### config.mk
export PLATFORM = sky130hd
export DESIGN_NAME = sum_operand_loader
export DESIGN_NICKNAME = d
export VERILOG_FILES = /design/src/rtl/sum_pkg.sv /design/src/rtl/dig_shreg.sv /design/src/rtl/sum_operand_loader.sv
export SDC_FILE = /design/constraint.sdc
export NUM_CORES = 1
export LEC_CHECK = 0
export CAP_MARGIN = 20
export CELL_PAD_IN_SITES_DETAIL_PLACEMENT = 2
export CELL_PAD_IN_SITES_GLOBAL_PLACEMENT = 2
export CORE_MARGIN = 2
export CORE_UTILIZATION = 25
export CTS_BUF_LIST = sky130_fd_sc_hd__clkbuf_4
export CTS_CLUSTER_DIAMETER = 50
export DETAILED_ROUTE_END_ITERATION = 6
export GPL_TIMING_DRIVEN = 0
export PLACE_DENSITY_LB_ADDON = 0.1
export SKIP_LAST_GASP = 1
export SLEW_MARGIN = 20
export SYNTH_ARGS = -nofsm -noshare
export SYNTH_HDL_FRONTEND = slang
export SYNTH_SLANG_ARGS = --single-unit
### constraint.sdc
create_clock -name clk -period 1.4 [get_ports clk]
set_input_delay 0.28 -clock clk [delete_from_list [all_inputs] [get_ports clk]]
set_output_delay 0.28 -clock clk [all_outputs]
set_load 0.1 [all_outputs]
### src/rtl/sum_pkg.sv
// sum_pkg: shared types and constants for the sum_N operand loader.
//   load_state_t : loader FSM states (LOAD_A -> LOAD_B -> PRESENT)
//   DIG_W        : width of one hex digit on the input stream
package sum_pkg;

    typedef enum logic [1:0] {
        LOAD_A,
        LOAD_B,
        PRESENT
    } load_state_t;

    localparam int DIG_W = 4;

endpackage

### src/rtl/dig_shreg.sv
// dig_shreg: M-bit hex-digit shift register with a digit counter.
// Digits enter at the LSB end, so the first digit ends up most significant.
// Optional feature macro: SUM_OPERAND_LOADER_DIGIT_LIMIT_EN
//   (when defined, digits beyond M/4 are dropped and flagged on ovf).
// Ports:
//   clk, rst : clock, asynchronous active-high reset
//   clr      : synchronous clear of value and counter (wins over shift)
//   shift    : accept din this cycle
//   last     : din is the final digit; counter returns to 0
//   din      : hex digit
//   value    : assembled operand
//   ovf      : (macro only) a digit arrived with the register already full
module dig_shreg
    import sum_pkg::*;
#(
    parameter int unsigned M = 4
) (
    input  logic             clk,
    input  logic             rst,
    input  logic             clr,
    input  logic             shift,
    input  logic             last,
    input  logic [DIG_W-1:0] din,
`ifdef SUM_OPERAND_LOADER_DIGIT_LIMIT_EN
    output logic             ovf,
`endif
    output logic [M-1:0]     value
);

    localparam int unsigned ND = M / DIG_W;
    localparam int unsigned CW = $clog2(ND + 1);
    localparam logic [CW-1:0] ND_C = CW'(ND);

    logic [M-1:0]  value_q, value_d;
    logic [CW-1:0] count_q, count_d;
    logic          full;

    // Counter saturates at ND so it never wraps on over-long entries.
    assign full = (count_q == ND_C);

    always_comb begin
        value_d = value_q;
        count_d = count_q;
        if (clr) begin
            value_d = '0;
            count_d = '0;
        end else if (shift) begin
`ifdef SUM_OPERAND_LOADER_DIGIT_LIMIT_EN
            if (!full) begin
                value_d = (value_q << DIG_W) | M'(din);
                count_d = count_q + CW'(1);
            end
`else
            // Modulo-2^M entry: oldest digit falls off the top.
            value_d = (value_q << DIG_W) | M'(din);
            if (!full) begin
                count_d = count_q + CW'(1);
            end
`endif
            if (last) begin
                count_d = '0;
            end
        end
    end

`ifdef SUM_OPERAND_LOADER_DIGIT_LIMIT_EN
    assign ovf = shift & ~clr & full;
`endif

    always_ff @(posedge clk or posedge rst) begin
        if (rst) begin
            value_q <= '0;
            count_q <= '0;
        end else begin
            value_q <= value_d;
            count_q <= count_d;
        end
    end

    assign value = value_q;

endmodule

### src/rtl/sum_operand_loader.sv
// sum_operand_loader: serial hex-digit front end for the sum_N adder.
// Collects operand A, then operand B, one digit per valid/ready transfer
// (most-significant digit first, in_last closes each operand), then holds
// both operands on out_a/out_b with out_valid until out_ready.
// Optional feature macro: SUM_OPERAND_LOADER_DIGIT_LIMIT_EN
//   defined  : digits beyond M/4 are dropped and set sticky err
//   undefined: modulo-2^M entry, err tied to 0
// Ports:
//   clk, rst                     : clock, asynchronous active-high reset
//   clr                          : synchronous clear, drops partial entry
//   in_valid/in_data/in_last     : digit stream input
//   in_ready                     : digit accepted this cycle (state decode)
//   out_a, out_b                 : operands to adder a/b
//   out_valid, out_ready         : operand handshake
//   err                          : sticky digit-overflow flag
module sum_operand_loader
    import sum_pkg::*;
#(
    parameter int unsigned M = 4
) (
    input  logic             clk,
    input  logic             rst,
    input  logic             clr,
    input  logic             in_valid,
    input  logic [DIG_W-1:0] in_data,
    input  logic             in_last,
    output logic             in_ready,
    output logic [M-1:0]     out_a,
    output logic [M-1:0]     out_b,
    output logic             out_valid,
    input  logic             out_ready,
    output logic             err
);

    load_state_t state_q, state_d;
    logic        out_valid_q;
    logic        xfer;
    logic        hs;
    logic        clr_regs;
    logic        shift_a, shift_b;

    assign in_ready = (state_q != PRESENT);
    assign xfer     = in_valid & in_ready;
    assign hs       = out_valid_q & out_ready;
    // Completed handshake empties the operand registers for the next entry.
    assign clr_regs = clr | hs;
    assign shift_a  = xfer & (state_q == LOAD_A);
    assign shift_b  = xfer & (state_q == LOAD_B);

    always_comb begin
        state_d = state_q;
        if (clr) begin
            state_d = LOAD_A;
        end else begin
            unique case (state_q)
                LOAD_A:  if (xfer && in_last) state_d = LOAD_B;
                LOAD_B:  if (xfer && in_last) state_d = PRESENT;
                PRESENT: if (hs) state_d = LOAD_A;
                default: state_d = LOAD_A;
            endcase
        end
    end

    always_ff @(posedge clk or posedge rst) begin
        if (rst) begin
            state_q     <= LOAD_A;
            out_valid_q <= 1'b0;
        end else begin
            state_q     <= state_d;
            out_valid_q <= (state_d == PRESENT);
        end
    end

    assign out_valid = out_valid_q;

`ifdef SUM_OPERAND_LOADER_DIGIT_LIMIT_EN
    logic ovf_a, ovf_b;
    logic err_q, err_d;

    always_comb begin
        err_d = err_q;
        if (clr_regs) begin
            err_d = 1'b0;
        end else if (ovf_a || ovf_b) begin
            err_d = 1'b1;
        end
    end

    always_ff @(posedge clk or posedge rst) begin
        if (rst) begin
            err_q <= 1'b0;
        end else begin
            err_q <= err_d;
        end
    end

    assign err = err_q;
`else
    assign err = 1'b0;
`endif

    dig_shreg #(
        .M(M)
    ) u_shreg_a (
        .clk  (clk),
        .rst  (rst),
        .clr  (clr_regs),
        .shift(shift_a),
        .last (in_last),
        .din  (in_data),
`ifdef SUM_OPERAND_LOADER_DIGIT_LIMIT_EN
        .ovf  (ovf_a),
`endif
        .value(out_a)
    );

    dig_shreg #(
        .M(M)
    ) u_shreg_b (
        .clk  (clk),
        .rst  (rst),
        .clr  (clr_regs),
        .shift(shift_b),
        .last (in_last),
        .din  (in_data),
`ifdef SUM_OPERAND_LOADER_DIGIT_LIMIT_EN
        .ovf  (ovf_b),
`endif
        .value(out_b)
    );

endmodule

# After elaboration in Yosys (flattened, before gate mapping)
# Cells that the tools add are included.
op_classes:
  add_sub_neg: 0
  multipliers: 0
  n_div: 0
  order_cmp: 0
  eq_ne: 4
  shift: 0
  n_mux: 9
  bitwise_logic: 5
  n_reduce_logical: 4
op_table:
  columns: ["cell", "n"]
  rows:
  - ["4-bit two-way mux", 4]
  - ["2-bit two-way mux", 4]
  - ["2-bit one-hot mux with 3 select lines", 1]
  - ["1-bit AND", 4]
  - ["2-bit equality test, second input constant", 2]
  - ["2-bit nonzero test", 2]
  - ["2-bit by 1-bit equality test with 1-bit output, second input constant", 1]
  - ["2-bit logical NOT", 1]
  - ["2-bit inequality test, second input constant", 1]
  - ["1-bit logical AND", 1]
  - ["1-bit bitwise OR", 1]
totals:
  regBits: 11
  latchBits: 0
  ram_bits: 0
  romBits: 0
  input_bits: 10
  out_inout_bits: 11
  wordCells: 26
  n_memories: 0

# Depth between registers and ports, before layout
depth:
  ltp_word: 7
  ltp_mapped: 3
  ltp_nobuf: 3

# Modules after synthesis
# From an unflattened synthesis, not the netlist that was laid out.
hier_totals:
  cells_unflattened: 46
  hier_area_um2: 501.7
modules_own_cells:
  columns: ["mod", "n_inst", "cells_per_inst", "area_each_um2", "seq_area_each_um2"]
  rows:
  - ["dig_shreg", 2, 14, 163.9, 100.1]
  - ["sum_operand_loader", 1, 18, 173.9, 75.1]

# Least setup slack after synthesis
# No wires, ideal clock.
synth_timing:
  path_kind: "register -> register"
  start: "register out_valid_q (netlist: out_valid)"
  end: "register out_valid_q (netlist: out_valid)"
  setup_ns: 0.180
  arrival_time_ns: 1.474
  required_ns: 1.220
  path_slack_ns: -0.255
  stages_incl_launch_ff: 4
  n_path_buf: 1
  period_less_slack_ns: 1.655
  cell_sequence: "dfrtp_1 > a21o_1 > clkbuf_1 > o32ai_1"
synth_between:
  elab_chain_len: 5
synth_lines:
  columns: ["element", "line", "text"]
  rows:
  - ["from (decl)", "sum_operand_loader.sv:36", "logic out_valid_q;"]
  - ["from (signal assigned)", "sum_operand_loader.sv:70", "out_valid_q <= (state_d == PRESENT);"]
  - ["1-bit AND", "sum_operand_loader.sv:44", "assign hs = out_valid_q & out_ready;"]
  - ["2-bit two-way mux", "sum_operand_loader.sv:58", "PRESENT: if (hs) state_d = LOAD_A;"]
  - ["2-bit one-hot mux with 3 select lines", "sum_operand_loader.sv:55", "unique case (state_q)"]
  - ["2-bit two-way mux", "sum_operand_loader.sv:52", "if (clr) begin"]
  - ["2-bit equality test", "sum_operand_loader.sv:70", null]
# No other way between the ends.
# A chain may end at the register's enable or synchronous reset.

# Worst setup path in the final report
layout_timing:
  start: "register state_q[0]"
  end: "register u_shreg_a.value_q[0] (netlist: u_shreg_a.value[0])"
layout_between:
  elab_chain_len: 4
  word_cells_on_any_way: 5
  classes_between: "eq/ne: 1; bitwise: 2; reduce/logical: 2"
layout_lines:
  columns: ["element", "line", "text"]
  rows:
  - ["from (decl)", "sum_operand_loader.sv:35", "load_state_t state_q, state_d;"]
  - ["from (signal assigned)", "sum_operand_loader.sv:69", "state_q <= state_d;"]
  - ["2-bit inequality test", "sum_operand_loader.sv:42", "assign in_ready = (state_q != PRESENT);"]
  - ["1-bit AND", "sum_operand_loader.sv:43", "assign xfer = in_valid & in_ready;"]
  - ["1-bit AND *", "sum_operand_loader.sv:47", "assign shift_a = xfer & (state_q == LOAD_A);"]
  - ["2-bit nonzero test (no source line) *", null, null]
  - ["to (signal assigned)", "dig_shreg.sv:75", "value_q <= value_d;"]
  - ["to (decl)", "dig_shreg.sv:34", "logic [M-1:0] value_q, value_d;"]
# Every way passes the cells marked *; elsewhere a longest branch is shown, timed or not.

==> results.json <==
{
  "crit_fanout": 4,
  "via_per_inst": 4.38,
  "htreeDepth": 1,
  "synth_cell_types": 15,
  "post-route-util": 0.409,
  "synth.top_cells.by_area": "dfrtp_1, mux2i_1, nor2_1",
  "finalClockSkew_ps": 0.338,
  "grt_overflow_total": 0,
  "syn-cell-area_sq_um": 487,
  "drc": 0,
  "cts_hold_buf": 0,
  "synthFlopType": "dfrtp_1",
  "critPathArrivalTime_ps": 1490,
  "drive_above_1_share": 0.328,
  "cp-end-kind": "register",
  "slew_viol_final": 0,
  "dr.pass1.iters": 2,
  "cts_buffers": 3,
  "die_y_microns": 48.1,
  "maxCapViolations": 0,
  "clk_latency_ps": 260,
  "clock-root-buffer": "clkbuf_4",
  "grt_antenna_before_repair": 0,
  "port_buffers": 19,
  "ir_worst_vdd_mv": 0.473,
  "grt_pass1_wl_mm": 1.82,
  "finalWirelength_mm": 1.19,
  "cp_data_required_time_ps": 1540,
  "syn2layout_area_growth_pct": 49.9,
  "yosys.area.top_type": "dfrtp_1",
  "die-area_sq_um": 2320,
  "routedWlPerCell_microns": 13.3,
  "setup_tns_ps": 0,
  "drtIter0Drc": 3,
  "synthArstFlopShare": 1.00,
  "num_rows": 15,
  "synth-edff-count": 0,
  "fp.dieW_microns": 48.1,
  "gp_congestion": 0.678,
  "postRouteAntennaNets": 0,
  "clk_pin_slew_ps": 70,
  "cts_buffer_depth": 2,
  "start_kind": "register",
  "avgSynthCellArea_sq_um": 11.9,
  "setup_viol": 0,
  "yosysSeqAreaShare": 0.566,
  "cts_tree": "built",
  "first_global_vias": 411,
  "core_sq_um": 1780,
  "rsz0062_at_grt": "yes",
  "synthesis.nets": 51,
  "syn_inst": 41,
  "status": "finished, final reports clean",
  "min_period_ps": 1350,
  "fin_crit_sh": 0.961,
  "cts_sinks": 11,
  "grt_max_degree": 12,
  "start_util": 0.273,
  "power_leakage_nw": 0.388,
  "hold_violations": 0,
  "hold_path.class": "input port to async pin",
  "yosysWarnings": 0,
  "groute.usage.overall": 0.122,
  "nFillCells": 197,
  "fin_nets": 75,
  "via_count": 390,
  "synth_top_area_frac": 0.566,
  "path_class": "register to register",
  "fmax_mhz": 743,
  "p_per_area_nw_per_um2": 1140,
  "ios": 21,
  "diodes": 0,
  "ys_ff_latch": 11
}
routing by layer:
layer  GRT usage  part of all wire  vias to the layer above
li1            -                 -                      181
met1       0.141              0.43                      196
met2       0.205              0.51                       13
met3      0.0444             0.053                        0
met4      0.0486                 0                        0
met5           0                 0                        -
logic make-up after synthesis:
group	after synthesis	share of synthesized area
AND/OR/NAND/NOR	13	0.154
flip-flops	11	0.566
multiplexers	8	0.165
buffers and inverters	4	0.0386
AO/OA/AOI/OAI	3	0.0514
XOR/XNOR	1	0.0180
other	1	0.00770
registers in the layout, summed over array words and instances (netlist names):
name             cells
u_shreg_a.value      4
u_shreg_b.value      4
out_valid            1
state_q              2
repair_timing:
action,CTS,global route
hold endpoints to repair,0,0
setup buffers,0,1
setup endpoints to repair,10,3
resized for setup,52,4
area by class of cell:
cell class / count / area [sq um] / area share
buffer: 1 / 7.51 / 0.0103
clock buffer: 4 / 30.0 / 0.0412
inverter: 2 / 7.51 / 0.0103
multi-input combinational: 26 / 200 / 0.274
sequential: 11 / 278 / 0.381
tap: 25 / 31.3 / 0.0429
timing repair buffer: 20 / 175 / 0.240
worst max-delay path, cell delays in order (launching register included):
cell     delay, ps
dfrtp_2        440
buf_12         130
nor3b_4        370
mux2i_1        230
nor2_1          50
where the power goes:
| group | switching, mW | internal (mW) |
|---|---|---|
| Clock | 0.106 | 0.129 |
| Sequential | 0.0121 | 0.335 |
| Combinational | 0.171 | 0.0753 |
| Total | 0.289 | 0.540 |
path summary, 6_finish.rpt:
| check | startpoint | to | slack, ps | depth (start not counted) |
|---|---|---|---|---|
| min in group clk | u_shreg_b.value[0] | u_shreg_b.value[0] | 520 | 2 |
| worst min register to register | u_shreg_b.value[0] | u_shreg_b.value[0] | 520 | 2 |
| worst max register to register | state_q[0] | u_shreg_a.value[0] | 50 | 4 |
| max in group asynchronous | rst | state_q[0] | 770 | 2 |
| worst min-delay path | rst | u_shreg_a.value[3] | 310 | 2 |
| worst max-delay path | state_q[0] | u_shreg_a.value[0] | 50 | 4 |
stage by stage:
stage	std cells	setup slack, ps	cell area, sq um	hold slack (ps)	power [mW]
3_5_place_dp	85	-629	712	516	0.600
3_3_place_gp	85	-623	712	505	0.597
2_1_floorplan	41	41.8	490	132	0.525
6_report	89	54.7	729	308	0.829
5_1_grt	89	-8.46	729	339	0.873
4_1_cts	89	-36.6	698	326	0.828
synthesized netlist by cell type, drive strengths merged (2+ instances only):
cell type  count
dfrtp         11
nor2           8
mux2i          8
inv            2
o32ai          2
placed cells by master, fill, tap and decap left out:
| cell | netlist | layout |
|---|---|---|
| inv_1 | 2 | 2 |
| xor2_1 | 1 | 1 |
| buf_2 | 0 | 9 |
| clkbuf_4 | 0 | 4 |
| nor3_1 | 1 | 1 |
| o32ai_1 | 2 | 2 |
| mux2i_1 | 8 | 8 |
| conb_1 | 1 | 1 |
| clkdlybuf4s50_1 | 0 | 9 |
| a21o_1 | 1 | 1 |
| buf_4 | 1 | 1 |
| nor3b_4 | 1 | 1 |
| nand2b_4 | 0 | 1 |
| nand3b_2 | 1 | 1 |
| dfrtp_2 | 0 | 2 |
| nor2_1 | 8 | 8 |
| nand2_1 | 1 | 1 |
| dfrtp_1 | 11 | 9 |
| buf_12 | 0 | 2 |
No activity file was read; power rests on OpenSTA's default activity.
==> patch, RTL diff (same settings) <==
`M` is set to 4 in 2 places; all go to 16. Comments in the files are not updated.
--- a/src/rtl/dig_shreg.sv
+++ b/src/rtl/dig_shreg.sv
@@ -15,3 +15,3 @@
 #(
-    parameter int unsigned M = 4
+    parameter int unsigned M = 16
 ) (
--- a/src/rtl/sum_operand_loader.sv
+++ b/src/rtl/sum_operand_loader.sv
@@ -18,3 +18,3 @@
 #(
-    parameter int unsigned M = 4
+    parameter int unsigned M = 16
 ) (
Interface: changed (resized out_a and out_b); port bits go from 21 to 45. The function was not compared with the original's and may differ.
==> patch against the original RTL <==
The run now ends with setup timing left. Routed wire length rose to 3.7 times the old value. First-iteration DRC count rose to 13 times the old value. Largest power group unchanged. Count of clock-buffer cells in the layout up 1. Total power rose to 2.7 times the old value. Design area rose to 2.9 times the old value. Critical path type is now register to primary output. Worst setup slack worse by 0.10 ns. Synthesized area rose to 3.1 times the old value. Sequential cell count up 24.
==> patch: results (changes against the original RTL) <==
Layout
  – Layout cell share with drive strength beyond 1: 0.376 (+0.0481)
  – Fillers: 674 (+240%)
  – Nets@finish: 219 (+190%)
  – Multi-In Gates: 110 (+320%)
  – Buffering overhead: 0.223 (-0.0279)

Outcome
  – Outcome: finished, violations left
  – Violated checks: setup timing

Yosys
  – Part of the Yosys area used for sequential elements: 0.573 (+0.00728)
  – Mean Syn Cell Area: 9.74 um^2 (-18%)
  – Synth top cells by count: 55 x nand2_1, 35 x dfrtp_1, 24 x a21oi_1
  – Post-synth cell types: 23 (+8)
  – Mux contribution to synthesized area: 0 (-0.165)

Route
  – WL met2: 2230 um (+270%)
  – Highest metal used: met4
  – Routed length on met3: 218 um (+250%)
  – Initial DRC Count: 38 (+35)

Clocking
  – Setup bufs post-CTS: 1 (+1)
  – Worst-Skew Late Latency: 0.34 ns (+0.08 ns)
  – Clock transition at path regs: 0.11 ns (+0.04 ns)

Worst setup path
  – WP data arrival: 1.17 ns (-0.32 ns)
  – Worst Reg2Reg Path Length in Cells: 6 (+2)
  – CP max stage delay: 0.39 ns (-0.05 ns)

Timing
  – Final setup fails: 1 (+1)
  – Clock skew: 0.00924 ns (+0.00890 ns)
  – Final worst slack: -0.0460 ns (-0.101 ns)
  – Setup TNS: -0.0460 ns (-0.0460 ns)

Power
  – Register share of total power: 0.478 (+0.059)
  – Leakage power: 0.943 nW (+140%)

Placed design
  – DP Worst Slack: -0.597 ns (+0.0323 ns)

GRT
  – First-pass GRT wire length: 7320 um (+300%)
==> patch: through the flow <==
| step | instance area, um^2 | power (mW) |
|---|---|---|
| after CTS | 2060 | 2.24 |
| after detailed placement | 2060 | 1.51 |
| after global routing | 2100 | 2.32 |
| after floorplan | 1540 | 1.38 |
| final | 2100 | 2.21 |
| after global placement | 2060 | 1.50 |
==> patch: worst max path at each step <==
| stage | from | end | slack [ns] | cells after the start |
|---|---|---|---|---|
| floorplan | state_q[0]$_DFF_PP0_ | out_valid$_DFF_PP0_ | 0.001 | 4 |
| global placement | rst | out_valid$_DFF_PP0_ | -0.71 | 2 |
| detailed placement | state_q[0]$_DFF_PP0_ | in_ready | -0.60 | 3 |
| CTS | state_q[0]$_DFF_PP0_ | in_ready | -0.08 | 3 |
| global route | state_q[0]$_DFF_PP0_ | in_ready | -0.12 | 3 |
| finish | state_q[0]$_DFF_PP0_ | in_ready | -0.05 | 3 |
